$ cat config.mk
export PLATFORM = sky130hd
export DESIGN_NAME = sga_input_conditioner
export DESIGN_NICKNAME = d
export VERILOG_FILES = /design/src/rtl/sga_input_conditioner.sv
export SDC_FILE = /design/constraint.sdc
export NUM_CORES = 1
export LEC_CHECK = 0
export CORE_ASPECT_RATIO = 2
export CORE_MARGIN = 5
export CORE_UTILIZATION = 65
export CTS_BUF_LIST = sky130_fd_sc_hd__clkbuf_16
export DETAILED_ROUTE_END_ITERATION = 12
export GPL_TIMING_DRIVEN = 0
export PLACE_DENSITY_LB_ADDON = 0.25
export SYNTH_ARGS = -nofsm -noshare
export SYNTH_HDL_FRONTEND = slang
export SYNTH_SLANG_ARGS = --single-unit
$ cat constraint.sdc
create_clock -name clock -period 2.5 [get_ports clock]
set_input_delay 0.25 -clock clock [delete_from_list [all_inputs] [get_ports clock]]
set_output_delay 0.25 -clock clock [all_outputs]
set_load 0.005 [all_outputs]
$ cat src/rtl/sga_input_conditioner.sv
// Snake Game Arcade input front-end: synchronises and debounces six raw buttons,
// converts presses into single-cycle pulses and gates direction presses through a
// one-entry buffer while the control unit is not waiting for a move.
module sga_input_conditioner #(
  parameter int unsigned DEBOUNCE_CYCLES = 50000,
  parameter int unsigned CNT_W           = 16
) (
  input  logic       clock,
  input  logic       restart_n,
  input  logic       btn_left,
  input  logic       btn_right,
  input  logic       btn_up,
  input  logic       btn_down,
  input  logic       btn_start,
  input  logic       btn_pause,
  input  logic       accept_dir,
  output logic       left,
  output logic       right,
  output logic       up,
  output logic       down,
  output logic       played,
  output logic       start,
  output logic       pause,
  output logic       pending_valid,
  output logic [5:0] db_levels
);

  localparam int unsigned NumBtn = 6;
  localparam logic [CNT_W-1:0] CntLast = CNT_W'(DEBOUNCE_CYCLES - 1);

  // Button bit positions, shared by every 6-bit vector below.
  localparam int unsigned BLeft  = 0;
  localparam int unsigned BRight = 1;
  localparam int unsigned BUp    = 2;
  localparam int unsigned BDown  = 3;
  localparam int unsigned BStart = 4;
  localparam int unsigned BPause = 5;

  logic [NumBtn-1:0] raw;
  logic [NumBtn-1:0] sync1_q, sync2_q;
  logic [NumBtn-1:0] db_q, db_d;
  logic [NumBtn-1:0] db_prev_q;
  logic [CNT_W-1:0]  cnt_q [NumBtn];
  logic [CNT_W-1:0]  cnt_d [NumBtn];
  logic [NumBtn-1:0] press;

  // Direction vectors use the low four button bits: {down, up, right, left}.
  logic [3:0] new_dir;
  logic [3:0] dir_q, dir_d;
  logic [3:0] pend_dir_q, pend_dir_d;
  logic       pend_valid_q, pend_valid_d;
  logic       played_q, played_d;
  logic       start_q, start_d;
  logic       pause_q, pause_d;

  assign raw = {btn_pause, btn_start, btn_down, btn_up, btn_right, btn_left};

  // Two-stage synchroniser per button.
  always_ff @(posedge clock or negedge restart_n) begin
    if (!restart_n) begin
      sync1_q <= '0;
      sync2_q <= '0;
    end else begin
      sync1_q <= raw;
      sync2_q <= sync1_q;
    end
  end

  // Debounce: a level must differ for DEBOUNCE_CYCLES consecutive cycles to be accepted.
  always_comb begin
    db_d = db_q;
    for (int i = 0; i < NumBtn; i++) begin
      cnt_d[i] = cnt_q[i];
      if (sync2_q[i] == db_q[i]) begin
        cnt_d[i] = '0;
      end else if (cnt_q[i] == CntLast) begin
        db_d[i]  = ~db_q[i];
        cnt_d[i] = '0;
      end else begin
        cnt_d[i] = cnt_q[i] + 1'b1;
      end
    end
  end

  // Debounced levels, their delayed copy for edge detection, and the counters.
  always_ff @(posedge clock or negedge restart_n) begin
    if (!restart_n) begin
      db_q      <= '0;
      db_prev_q <= '0;
      for (int i = 0; i < NumBtn; i++) cnt_q[i] <= '0;
    end else begin
      db_q      <= db_d;
      db_prev_q <= db_q;
      for (int i = 0; i < NumBtn; i++) cnt_q[i] <= cnt_d[i];
    end
  end

  assign press = db_q & ~db_prev_q;

  // Same-cycle direction presses collapse to one: left > up > down > right.
  always_comb begin
    new_dir = 4'b0000;
    if (press[BLeft]) begin
      new_dir[BLeft] = 1'b1;
    end else if (press[BUp]) begin
      new_dir[BUp] = 1'b1;
    end else if (press[BDown]) begin
      new_dir[BDown] = 1'b1;
    end else if (press[BRight]) begin
      new_dir[BRight] = 1'b1;
    end
  end

  // Gating: emit while the control unit waits, otherwise hold the newest press.
  always_comb begin
    dir_d        = 4'b0000;
    pend_dir_d   = pend_dir_q;
    pend_valid_d = pend_valid_q;
    if (accept_dir) begin
      if (|new_dir) begin
        // A fresh press wins; any older buffered entry is dropped.
        dir_d        = new_dir;
        pend_valid_d = 1'b0;
      end else if (pend_valid_q) begin
        dir_d        = pend_dir_q;
        pend_valid_d = 1'b0;
      end
    end else if (|new_dir) begin
      pend_dir_d   = new_dir;
      pend_valid_d = 1'b1;
    end
    played_d = |dir_d;
    start_d  = press[BStart];
    pause_d  = press[BPause];
  end

  // Registered pulse outputs and the pending-direction buffer.
  always_ff @(posedge clock or negedge restart_n) begin
    if (!restart_n) begin
      dir_q        <= '0;
      pend_dir_q   <= '0;
      pend_valid_q <= 1'b0;
      played_q     <= 1'b0;
      start_q      <= 1'b0;
      pause_q      <= 1'b0;
    end else begin
      dir_q        <= dir_d;
      pend_dir_q   <= pend_dir_d;
      pend_valid_q <= pend_valid_d;
      played_q     <= played_d;
      start_q      <= start_d;
      pause_q      <= pause_d;
    end
  end

  assign left          = dir_q[BLeft];
  assign right         = dir_q[BRight];
  assign up            = dir_q[BUp];
  assign down          = dir_q[BDown];
  assign played        = played_q;
  assign start         = start_q;
  assign pause         = pause_q;
  assign pending_valid = pend_valid_q;
  assign db_levels     = db_q;

endmodule

==> results list <==
- Status: finished clean
- Overall routed net length: 11800 um
- Antenna Nets Post-Route: 0
- After detailed routing, the average wire length per cell comes to 16.2 um.
- Once routing completed, OpenROAD measured the worst setup slack at 569 ps.
* Initial antenna violation count: 0
* Number of cell rows: 49
- Entering global routing, the biggest net connects 92 pins.
* Initial standard-cell utilization of the core: 66.9%
- The setup path with the least slack is of type reg2reg.
- For this design the ratio of total power to cell area is 665 mW/mm2.
- Sequential elements use 54.8% of the synthesized area.
- Resized Gates After CTS: 0
* Synthesis-to-layout area growth: 15.2%
- Summing all non-filler instances in the final layout gives an area of 0.00695 mm2.
- Broken down by cell family, the worst path's largest delay share belongs to simple AND/OR/NAND/NOR gates.
- Syn Area/Cell: 10.5 um2
* Global Route Usage Sum: 22.7%
- Cells fill 77.1% of the core in the end.
* Vias post-DR: 4375
- Number of endpoints with negative hold slack in the final report: 0
* Global-route wire length before repair: 20900 um
- The number of different library cells used by synthesis comes to 34.
- Placeable Area: 0.00901 mm2
- Setup repair after global routing left no endpoint under its margin.
- Type of the tightest min-delay check: in2reg
* Final Max Slew Viols: 0
- Weighted congestion reported at the end of routability-driven placement: 0.875
- Horizontal die dimension: 78.1 um
- Maximum Capacitance Violations: 0
* Number of antenna repair diodes: 0
- In this run the deepest clock path goes through 2 buffers.
- Tightest Pin Transition: 515 ps
- CP Capture Type: flip-flop
- Summed over all cells, the static leakage comes to 0.00293 uW.
- In this run, the number of DRC markers left after iteration 0 of detailed routing was 181.
* Top FF cell, synth: sky130_fd_sc_hd__dfrtp_1
- Most frequent cell after synthesis: sky130_fd_sc_hd__dfrtp_1
- Number of global-route vias before repair: 4571
* Setup violators final: 0
- Number of filler instances in the final layout: 586
- Cell count after synthesis: 573
* Crit path required time: 2780 ps
* Synthesized flop and latch total: 132
- Final worst path period share: 77.2%
- Of the cells placed in the final design, the portion with a size suffix greater than 1 is 6.86%.
- Yosys printed 0 warnings.
* Worst-skew pair later-pin latency: 410 ps
- Cell at the root of the clock tree: sky130_fd_sc_hd__clkbuf_16
- In the routed layout, each cell is associated on average with a via count of 6.00.
- List of cells traversed by the critical path: ha_1 > and3_1 > nand4_1 > nand2_1 > clkbuf_1 > nor2_1
- In the synthesized netlist, the cells that appear most often are 132 x sky130_fd_sc_hd__dfrtp_1, 114 x sky130_fd_sc_hd__nor2_1, 70 x sky130_fd_sc_hd__xnor2_1, 35 x sky130_fd_sc_hd__nand3_1, 32 x sky130_fd_sc_hd__nand2_1.
- Worst setup slack after placement: 593 ps
- Library cell with the largest summed area after synthesis: sky130_fd_sc_hd__dfrtp_1
* Post-synthesis async set-or-reset flop share: 100%
- Dominant cells by area after synthesis: sky130_fd_sc_hd__dfrtp_1 55%, sky130_fd_sc_hd__xnor2_1 10%, sky130_fd_sc_hd__nor2_1 7.1%
* Setup Skew: 7.99 ps
* Number of flops mapped to enable cells by yosys: 0
* Count of buffers from port buffering: 22
- In this run, CTS created clock tree buffers numbering 17.
- Detailed placement ended at an HPWL of 8140 um.
- In this run the cell area of the synthesized design comes to 0.00603 mm2.
- STA classifies the critical path startpoint as a flip-flop.
* Number of H-tree branching levels: 4
* Min cycle time layout: 1930 ps
* DRC violations left: 0
- Maximum operating frequency: 518 MHz
- Post-Syn Nets: 588
- Arr. time, crit path: 2210 ps
- Crit Path Max Fanout: 10
- In this run the tightest slew margin relative to its limit is 65.5%.
- TritonCTS clock tree: built
- The number of buffers and inverters on the critical path is 1.
- Counting every sink on the clock net gives 132.
- Aggregate global routing overflow: 0
- Die Y-Extent: 146 um
- 23 I/O pins were placed.
- The net count of the finished layout is 631.
* Die Area: 0.0114 mm2
- Area share of the largest cell type after synthesis: 54.8%
- IR analysis of the VDD net gives a maximum drop of 0.000653 V.
- Dpl cell area: 0.00641 mm2
- Reg clk slew, reported paths: 50 ps
- For this design, the slowest cell found on the critical path is sky130_fd_sc_hd__dfrtp_1.
- Number of search-and-repair iterations in the first detailed-routing pass: 4
- Largest stage delay, worst path: 400 ps
==> layer usage <==
| layer | routed length [um] | GRT usage [%] |
|---|---|---|
| met2 | 6620 | 39.9 |
| met4 | 336 | 10.9 |
| met1 | 4390 | 24.9 |
| met3 | 435 | 5.43 |
| met5 | 0 | 0 |
==> through the flow <==
step / hold slack (ps) / TNS (ps) / std cells / power, uW
floorplan: -45.6 / 0 / 573 / 2320
global placement: 334 / -484570 / 697 / 2390
detailed placement: 180 / 0 / 698 / 2400
CTS: 274 / 0 / 729 / 4640
global route: 276 / 0 / 729 / 4770
finish: 280 / 0 / 729 / 4620
==> worst paths after layout <==
path,startpoint,endpoint,slack (ps),cells past startpoint
setup / recovery,cnt_q[80],cnt_q[90],570,6
hold / removal,btn_down,sync1_q[3],280,1
setup reg to reg,cnt_q[80],cnt_q[90],570,6
hold reg to reg,sync1_q[1],sync2_q[1],340,0
max in group asynchronous,restart_n,cnt_q[56],1430,3
min in group asynchronous,restart_n,cnt_q[32],310,2
==> cell usage in the layout, fill, tap and decap left out, types with 5 or more instances in the layout <==
cell type	count
sky130_fd_sc_hd__xor2_1	18
sky130_fd_sc_hd__nor3_1	25
sky130_fd_sc_hd__inv_1	28
sky130_fd_sc_hd__ha_1	6
sky130_fd_sc_hd__o41ai_4	5
sky130_fd_sc_hd__nor4_1	30
sky130_fd_sc_hd__clkbuf_16	17
sky130_fd_sc_hd__nand4_1	24
sky130_fd_sc_hd__and3_1	6
sky130_fd_sc_hd__clkinv_1	5
sky130_fd_sc_hd__nand2_1	32
sky130_fd_sc_hd__clkdlybuf4s50_1	21
sky130_fd_sc_hd__mux2_2	6
sky130_fd_sc_hd__nand3_1	35
sky130_fd_sc_hd__xnor2_1	70
sky130_fd_sc_hd__nor2_1	114
sky130_fd_sc_hd__nor2b_1	5
sky130_fd_sc_hd__buf_6	6
sky130_fd_sc_hd__dfrtp_1	132
==> flip-flops by register name (all words and copies together) (netlist names) <==
register,flops
cnt_q,96
db_levels,6
db_prev_q,6
sync1_q,6
sync2_q,6
dir_q,4
pend_dir_q,4
pause,1
pending_valid,1
played,1
start,1
==> timing repair <==
| action | CTS | global route |
|---|---|---|
| hold buffers | 1 | 0 |
| endpoints found under the hold margin | 41 | 0 |
| setup buffers | 0 | 0 |
==> where the power goes <==
group          internal (uW)  switching (uW)
sequential              2180            32.9
combinational           58.0            96.7
clock                   1420             839
total                   3650             969
==> layout make-up <==
class	count	area (um2)	area share (%)
Clock inverter	13	104	1.49
Inverter	24	90.1	1.30
Clock buffer	17	425	6.12
Tap cell	102	128	1.84
Timing Repair Buffer	24	259	3.73
Multi-Input combinational cell	410	2570	37.1
Sequential cell	132	3300	47.5
Buffer	7	63.8	0.918
==> kinds of logic after synthesis <==
| family | count (synthesis) | synth area share, % |
|---|---|---|
| AO/OA/AOI/OAI | 20 | 4.13 |
| XOR/XNOR | 88 | 12.8 |
| adder cells (fa/ha/maj) | 6 | 1.24 |
| buffers and inverters | 31 | 2.55 |
| flip-flops | 132 | 54.8 |
| multiplexers | 6 | 1.12 |
| AND/OR/NAND/NOR | 290 | 23.4 |
(Power assumes the default switching activity.)
